<file path="src/rtl/wra_pkg.sv">
// Shared definitions for the WRA instruction path: config field layout,
// instruction flag positions and the decoder state encoding.
package wra_pkg;

    localparam int INSTR_W_DEF   = 64;
    localparam int CFG_W_DEF     = 60;
    localparam int DONE_BIT_DEF  = 60;
    localparam int RDRES_BIT_DEF = 61;

    // Bit offsets of the WRA config sub-fields inside instr[CFG_W-1:0].
    localparam int STRIDE_LSB  = 0;
    localparam int KSIZE_LSB   = 4;
    localparam int NSLIDEH_LSB = 8;
    localparam int NSLIDEV_LSB = 18;
    localparam int SRCADDR_LSB = 28;
    localparam int DSTADDR_LSB = 40;
    localparam int DMASIZE_LSB = 52;

    typedef enum logic [1:0] {
        ST_RUN   = 2'd0,
        ST_DRAIN = 2'd1,
        ST_DONE  = 2'd2
    } dec_state_e;

endpackage

</file>
<file path="src/rtl/wra_cfg_fifo.sv">
// Synchronous first-word-fall-through FIFO holding decoded WRA configs.
// Pointers carry a wrap bit so full and empty are distinguishable.
module wra_cfg_fifo #(
    parameter int WIDTH = 61,
    parameter int DEPTH = 4,
    localparam int AW   = $clog2(DEPTH)
) (
    input  logic             clk,
    input  logic             rst_n,
    input  logic             flush,
    input  logic             push,
    input  logic [WIDTH-1:0] wdata,
    input  logic             pop,
    output logic [WIDTH-1:0] rdata,
    output logic             full,
    output logic             empty,
    output logic [AW:0]      level
);

    logic [WIDTH-1:0] mem [DEPTH];
    logic [AW:0]      wptr;
    logic [AW:0]      rptr;

    always_ff @(posedge clk or negedge rst_n) begin
        if (!rst_n) begin
            wptr <= '0;
            rptr <= '0;
        end else if (flush) begin
            wptr <= '0;
            rptr <= '0;
        end else begin
            if (push) wptr <= wptr + 1'b1;
            if (pop)  rptr <= rptr + 1'b1;
        end
    end

    // NOTE: the storage array is deliberately not reset; the pointers alone
    // decide which entries are valid, so stale contents are never observed.
    always_ff @(posedge clk) begin
        if (push && !flush) mem[wptr[AW-1:0]] <= wdata;
    end

    assign rdata = mem[rptr[AW-1:0]];
    assign empty = (wptr == rptr);
    assign full  = (wptr[AW] != rptr[AW]) && (wptr[AW-1:0] == rptr[AW-1:0]);
    assign level = wptr - rptr;

endmodule

</file>
<file path="src/rtl/wra_instr_decoder.sv">
// Buffered decoder between InstrMem and WRA: queues decoded configs, presents
// them to WRA, and reports model completion once the queue has drained.
module wra_instr_decoder
    import wra_pkg::*;
#(
    parameter int                 INSTR_W   = INSTR_W_DEF,
    parameter int                 CFG_W     = CFG_W_DEF,
    parameter int                 DONE_BIT  = DONE_BIT_DEF,
    parameter int                 RDRES_BIT = RDRES_BIT_DEF,
    parameter int                 DEPTH     = 4,
    parameter logic [CFG_W-1:0]   CFG_RST   = {CFG_W{1'b1}}
) (
    input  logic                       clk,
    input  logic                       rst_n,
    input  logic [INSTR_W-1:0]         instr_i,
    input  logic                       instr_valid_i,
    output logic                       instr_ready_o,
    output logic [CFG_W-1:0]           cfg_o,
    output logic                       cfg_valid_o,
    input  logic                       cfg_ready_i,
    output logic                       read_result_o,
    output logic                       model_done_o,
    input  logic                       start_i,
    input  logic                       flush_i,
    output logic [$clog2(DEPTH):0]     level_o
);

    dec_state_e     state_q, state_d;
    logic           model_done_d;
    logic           read_result_d;
    logic           push, pop, fifo_push, is_done;
    logic           full, empty;
    logic [CFG_W:0] head;
    logic           unused_instr;

    assign is_done      = instr_i[DONE_BIT];
    assign unused_instr = ^instr_i;

    // Readiness depends only on state and fill level; a same-cycle pop never
    // opens a slot for a push.
    assign instr_ready_o = (state_q == ST_RUN) && !full;
    assign push          = instr_valid_i && instr_ready_o;
    assign fifo_push     = push && !is_done;
    assign cfg_valid_o   = !empty;
    assign pop           = cfg_valid_o && cfg_ready_i;
    assign cfg_o         = empty ? CFG_RST : head[CFG_W-1:0];

    wra_cfg_fifo #(
        .WIDTH (CFG_W + 1),
        .DEPTH (DEPTH)
    ) u_fifo (
        .clk   (clk),
        .rst_n (rst_n),
        .flush (flush_i),
        .push  (fifo_push),
        .wdata ({instr_i[RDRES_BIT], instr_i[CFG_W-1:0]}),
        .pop   (pop),
        .rdata (head),
        .full  (full),
        .empty (empty),
        .level (level_o)
    );

    // NOTE: every signal written here gets a default first so no latch forms.
    always_comb begin
        state_d       = state_q;
        model_done_d  = 1'b0;
        read_result_d = pop && head[CFG_W];
        unique case (state_q)
            ST_RUN:   if (push && is_done) state_d = ST_DRAIN;
            ST_DRAIN: if (empty) begin
                          state_d      = ST_DONE;
                          model_done_d = 1'b1;
                      end
            ST_DONE:  if (start_i) state_d = ST_RUN;
            default:  state_d = ST_RUN;
        endcase
        if (flush_i) begin
            state_d       = ST_RUN;
            model_done_d  = 1'b0;
            read_result_d = 1'b0;
        end
    end

    always_ff @(posedge clk or negedge rst_n) begin
        if (!rst_n) begin
            state_q       <= ST_RUN;
            model_done_o  <= 1'b0;
            read_result_o <= 1'b0;
        end else begin
            state_q       <= state_d;
            model_done_o  <= model_done_d;
            read_result_o <= read_result_d;
        end
    end

endmodule

</file>
<file path="config.mk">
export PLATFORM = sky130hd
export DESIGN_NAME = wra_instr_decoder
export DESIGN_NICKNAME = d
export VERILOG_FILES = /design/src/rtl/wra_pkg.sv /design/src/rtl/wra_cfg_fifo.sv /design/src/rtl/wra_instr_decoder.sv
export SDC_FILE = /design/constraint.sdc
export NUM_CORES = 1
export LEC_CHECK = 0
export ABC_CLOCK_PERIOD_IN_PS = 3290
export CAP_MARGIN = 20
export CORE_AREA = 2 2 185 187
export CTS_BUF_LIST = sky130_fd_sc_hd__clkbuf_8 sky130_fd_sc_hd__clkbuf_16
export CTS_CLUSTER_SIZE = 16
export DETAILED_ROUTE_END_ITERATION = 10
export DIE_AREA = 0 0 187 189
export MAX_ROUTING_LAYER = met4
export PLACE_DENSITY = 0.6
export SLEW_MARGIN = 20
export SYNTH_ARGS = -nofsm -noshare
export SYNTH_HDL_FRONTEND = slang
export SYNTH_HIERARCHICAL = 1
export SYNTH_SLANG_ARGS = --single-unit
</file>
<file path="constraint.sdc">
create_clock -name clk -period 3.29 [get_ports clk]
set_input_delay 0.658 -clock clk [delete_from_list [all_inputs] [get_ports clk]]
set_output_delay 0.658 -clock clk [all_outputs]
set_load 0.005 [all_outputs]
</file>
# Word-level counts from Yosys, hierarchy flattened
# Memory sizes are Yosys's and may differ from the RTL's.
# Index checks and enable logic that the tools add are counted.
word_totals:
  ff_bits: 10
  ram_bits: 244
  in_bits: 70
  elab_cells: 49
  memories: 1
mem_list:
  columns: ["name", "words", "word_bits", "read_ports", "rd_ports_with_merged_regs", "wr", "line_no", "rtl"]
  rows:
  - ["u_fifo.mem", 4, 61, 1, 0, 1, "wra_cfg_fifo.sv:20", "logic [WIDTH-1:0] mem [DEPTH];"]
classes:
  addsub: 3
  eq_ne: 8
  muxes: 16
  n_reduce_logical: 16
ops:
  columns: ["cell", "n"]
  rows:
  - ["2-to-1 mux 60 bit", 1]
  - ["2-to-1 mux 3 bit", 4]
  - ["logical AND 1 bit", 8]
  - ["2-to-1 mux 2 bit", 4]
  - ["adder 3 x 1 -> 3 bit (second input constant)", 2]
  - ["2-to-1 mux 1 bit", 6]
  - ["!= test 3 bit (second input constant)", 2]
  - ["case mux 2 bit (3 select lines)", 1]
  - ["zero test 1 bit", 4]
  - ["nonzero test 2 bit", 2]
  - ["== test 3 bit", 1]
  - ["!= test 3 x 2 -> 1 bit (second input constant)", 1]
  - ["AND reduction 3 bit", 1]
  - ["subtractor 3 bit", 1]
  - ["== test 2 x 1 -> 1 bit (second input constant)", 1]
  - ["== test 2 bit", 1]
  - ["== test 2 bit (second input constant)", 1]
  - ["zero test 2 bit", 1]
  - ["!= test 1 bit", 1]

# Logic depth before layout (Yosys ltp)
depth:
  depth_word: 9
  mapped_depth: 10
  ltp_nobuf: 8

# Cells and area by module
# The synthesis kept the hierarchy.
by_module_without_submodules:
  columns: ["module", "instances", "cells_per_inst", "area_per_inst_um2"]
  rows:
  - ["wra_cfg_fifo", 1, 362, 9311.4]
  - ["wra_instr_decoder", 1, 84, 598.1]

# Worst setup path after synthesis
# OpenSTA, ideal clock, no wires.
synth_path:
  kind: "register -> register"
  from: "reg u_fifo.rptr[1]"
  to: "mem u_fifo.mem[0][0] (enable)"
  setup_time_ns: 0.426
  arrival_time_ns: 3.339
  required_ns: 2.864
  setup_slack_ns: -0.475
  path_stages_with_launch: 11
  path_buffers: 2
  cell_sequence: "dfrtp_1 -> buf_2 -> buf_2 -> inv_1 -> ha_1 -> nand2_1 -> nor2b_1 -> nor3_1 -> and3b_1 -> nor2b_1 -> and2_1"
synth_via:
  elab_chain_cells: 9
synth_rtl:
  columns: ["element", "line_no", "rtl"]
  rows:
  - ["start: declaration", "wra_cfg_fifo.sv:22", "logic [AW:0] rptr;"]
  - ["start signal: assignment", "wra_cfg_fifo.sv:33", "if (pop) rptr <= rptr + 1'b1;"]
  - ["== test 2 bit", "wra_cfg_fifo.sv:45", "assign full = (wptr[AW] != rptr[AW]) && (wptr[AW-1:0] == rptr[AW-1:0]);"]
  - ["logical AND 1 bit", "wra_cfg_fifo.sv:45", null]
  - ["via full", "wra_instr_decoder.sv:32", "logic full, empty;"]
  - ["zero test 1 bit", "wra_instr_decoder.sv:41", "assign instr_ready_o = (state_q == ST_RUN) && !full;"]
  - ["logical AND 1 bit", "wra_instr_decoder.sv:41", null]
  - ["via instr_ready_o", "wra_instr_decoder.sv:17", "output logic instr_ready_o,"]
  - ["logical AND 1 bit", "wra_instr_decoder.sv:42", "assign push = instr_valid_i && instr_ready_o;"]
  - ["logical AND 1 bit", "wra_instr_decoder.sv:43", "assign fifo_push = push && !is_done;"]
  - ["via fifo_push", "wra_instr_decoder.sv:31", "logic push, pop, fifo_push, is_done;"]
  - ["logical AND 1 bit", "wra_cfg_fifo.sv:40", "if (push && !flush) mem[wptr[AW-1:0]] <= wdata;"]
  - ["2-to-1 mux 1 bit", "wra_cfg_fifo.sv:40", null]
  - ["2-to-1 mux 1 bit (implied by the code)", "wra_cfg_fifo.sv:40", null]
  - ["end: declaration", "wra_cfg_fifo.sv:20", null]
# The timed path passes the listed nets, and every way through them passes these cells.

# Final worst setup path
layout_path:
  from: "reg u_fifo.rptr[0]"
  to: "out cfg_o[40]"
layout_via:
  elab_chain_cells: 2
layout_rtl:
  columns: ["element", "line_no", "rtl"]
  rows:
  - ["== test 3 bit", "wra_cfg_fifo.sv:44", "assign empty = (wptr == rptr);"]
  - ["via empty", "wra_instr_decoder.sv:32", null]
  - ["2-to-1 mux 60 bit", "wra_instr_decoder.sv:46", "assign cfg_o = empty ? CFG_RST : head[CFG_W-1:0];"]
  - ["end: declaration", "wra_instr_decoder.sv:18", "output logic [CFG_W-1:0] cfg_o,"]
# The timed path passes the listed nets, and every way through them passes these cells.

==> reports/metrics.yaml <==
status: "complete, no violations"
place.gp.congestion: 0.7238
die_h_um: 189
period_minus_slack_ns: 3.239
drtIter0Drc: 290
synth_nets: 524
syn_inst: 446
rows: 67
slew_viol_final: 0
crit_buf_inv: 3
drv_cap: 0
place_inst: 1021
powerDensity_nw_per_um2: 626.4
ys_ff_latch: 254
wirelength_um: 21260
wl_met2_um: 10930
drive_above_1_share_pct: 22.80
start_util_pct: 29.78
cts-root-buf: "clkbuf_16"
dieWidth_um: 187
grt_max_degree: 64
hold_viol: 0
path_delay_family: "buffers and inverters"
cpPeakStageDelay_ns: 0.51
timing.final.crit_share_pct: 98.46
antenna_found_initial: 0
cts_tree: "done"
synth_area_um2: 9910
path_clk_slew_ns: 0.06
cp_data_arrival_time_ns: 2.58
yosysSeqAreaShare_pct: 76.46
viasPerCell: 4.459
htreeDepth: 1
crit_fanout: 11
syn_area_per_cell_um2: 22.22
area_delta_synth_final_pct: 31.73
layout.cells.non_filler: 1085
drc: 0
ir_drop_mv: 0.3633
synth.distinct_cells: 31
nets: 693
highest_layer: "met4"
grt_pass1_wl_um: 31350
track_usage_pct: 11.96
clkLatencyLatePin_ns: 0.53
cts_inserted_buffers: 28
drtAntennaViolNets: 0
critPathSlowestCell: "dfrtp_4"
portBuffers: 134
worst_pin_slew_ns: 0.4909
wirelength_met1_um: 8928
rsz0062_at_grt: "true"
die_area_um2: 35340
hold_class: "input port to async pin"
slew_headroom_pct: 67.17
cts_buffer_depth: 3
num_io_pins: 137
dr.pass1.iters: 4
setup.worst_path.class: "flop to output pin"
r2r.worst_path.cells: 8
wl_per_cell_um: 19.59
final.setup.tns_ns: 0
hpwlAfterDp_um: 11920
vias: 4838
p_leak_nw: 4.157
yosys_warnings: 6
cts.sinks: 254
wl_met3_um: 1006
grt.overflow.total: 0
crit_path_end_kind: "output pin"
setup_violations: 0
path_depth: 7
critPathRequiredTime_ns: 2.63
crit_path_start_kind: "flop"
skew_ns: 0.01124
path_cells: "ha_1 -> nand2_2 -> nor2_4 -> buf_4 -> clkbuf_16 -> or2_1 -> clkdlybuf4s50_1"
fp.coreArea_um2: 33280
ctsHoldBuffers: 0
grt_pass1_vias: 5386
max_freq_ghz: 0.3087
==> cells in the mapped netlist <==
cell type    n  share of area, %
nor2b_1      3              0.19
mux2i_1      2              0.20
nor3_1       2              0.10
buf_4        1             0.076
and3b_1      2              0.18
xnor2_1      3              0.27
inv_1        5              0.19
nand4bb_1    1              0.11
nand2b_1     1             0.063
and2_1       4              0.25
fa_1         1              0.20
ha_1         7              0.88
nand3b_1     3              0.23
clkbuf_1     5              0.19
edfxtp_1   244                74
nor2_1       5              0.19
inv_2        1             0.038
dfrtp_1     10               2.5
xor2_1       1             0.088
nand2_1      2             0.076
a21oi_2      1             0.088
mux4_1       2              0.53
or3b_1       1             0.088
a21oi_1      2              0.10
or2_1       60               3.8
buf_2        8              0.40
buf_6        1              0.11
a21bo_2      2              0.20
buf_12       6               1.2
a211oi_1     1             0.076
mux4_2      59                13
==> flip-flops by register name, summed over array words and instances, names as in the netlist <==
name and cells:
u_fifo/rptr 3, u_fifo/mem 244, model_done_o 1, u_fifo/wptr 3
state_q 2, read_result_o 1
==> path summary, 6_finish.rpt <==
check                                           start                     endpoint  slack (ns)
max in group asynchronous                       rst_n   u_fifo/rptr[0]$_DFFE_PN0P_        2.45
min in group clk               state_q[1]$_DFFE_PN0P_       state_q[0]$_DFFE_PN0P_        0.51
max                        u_fifo/rptr[0]$_DFFE_PN0P_                    cfg_o[40]        0.05
min                                             rst_n       model_done_o$_DFF_PN0_        0.46
max reg2reg                u_fifo/rptr[0]$_DFFE_PN0P_  u_fifo/mem[3][47]$_DFFE_PP_        0.50
min reg2reg                    state_q[1]$_DFFE_PN0P_       state_q[0]$_DFFE_PN0P_        0.51
==> report_power, final <==
group | internal, W | leakage [nW] | switching (W) | total [W]
Clock | 0.00183 | 0.470 | 0.00122 | 0.00305
Sequential | 0.00360 | 2.33 | 0.0000193 | 0.00362
Combinational | 0.000908 | 1.35 | 0.000600 | 0.00151
Total | 0.00634 | 4.16 | 0.00184 | 0.00818
==> per-stage QoR <==
| step | power [W] | hold slack (ns) | utilization (%) | setup slack, ns | area, µm² |
|---|---|---|---|---|---|
| 2_1_floorplan | 0.004361 | 0.3624 | - | 0.1901 | 9915 |
| 3_3_place_gp | 0.005005 | 0.4777 | 35.70 | 0.4476 | 11880 |
| 3_5_place_dp | 0.005025 | 0.5082 | 35.70 | 0.4315 | 11880 |
| 4_1_cts | 0.008214 | 0.4584 | 38.85 | -0.009502 | 12930 |
| 5_1_grt | 0.008532 | 0.4708 | 39.22 | -0.02874 | 13050 |
| 6_report | 0.008177 | 0.4615 | 39.22 | 0.05059 | 13050 |
==> logic make-up after synthesis <==
group	after synthesis	synth area share, %
DFF	254	76.46
and+or+nand+nor	84	5.265
muxes	63	14.14
buffers and inverters	27	2.222
adders and majority gates	8	1.086
AOI/OAI and AO/OA	6	0.4672
xor gates and xnor gates	4	0.3536
==> routing by layer <==
layer / up-vias / global-route usage, %
met5: - / -
met4: 0 / 3.480
met3: 34 / 2.428
met2: 115 / 20.57
met1: 2550 / 14.28
li1: 2139 / -
==> worst register-to-register path, stage by stage, from the launching register on <==
cell and delay [ns]:
dfrtp_4 0.51, ha_1 0.33, nand2_2 0.11, nor2b_1 0.08, nor3_1 0.18, and3b_1 0.32
nor2b_1 0.30, and2_4 0.22, buf_4 0.38
==> layout make-up <==
class	instances	area, µm²
multi-input combinational	165	2135
timing repair buffer	160	1831
sequential	254	7586
inverter	6	22.52
antenna	1	2.502
tap	448	560.5
clock inverter	22	191.4
fill	3005	20230
clock buffer	29	725.7
==> layout by cell type, fill, tap and decap left out, types with 3 or more instances in the layout <==
master,n
or2_1,59
and2_4,4
clkinv_2,7
clkdlybuf4s50_1,125
buf_12,8
dfrtp_1,7
ha_1,7
mux4_2,59
inv_2,3
clkinvlp_4,3
dlymetal6s2s_1,8
nand3b_1,3
buf_16,5
nor2_1,4
edfxtp_1,244
buf_4,7
inv_1,9
nor2b_1,3
xnor2_1,3
bufinv_16,3
clkbuf_16,31
==> what timing repair did <==
| action | 4_1_cts | 5_1_grt |
|---|---|---|
| gates resized for setup | 8 | 14 |
| gates cloned | 3 | 3 |
| setup endpoints to repair | 44 | 59 |
| pin swaps | 0 | 1 |
| hold endpoints to repair | 0 | 0 |
| buffers inserted | 2 | 4 |
(Power assumes the default switching activity.)
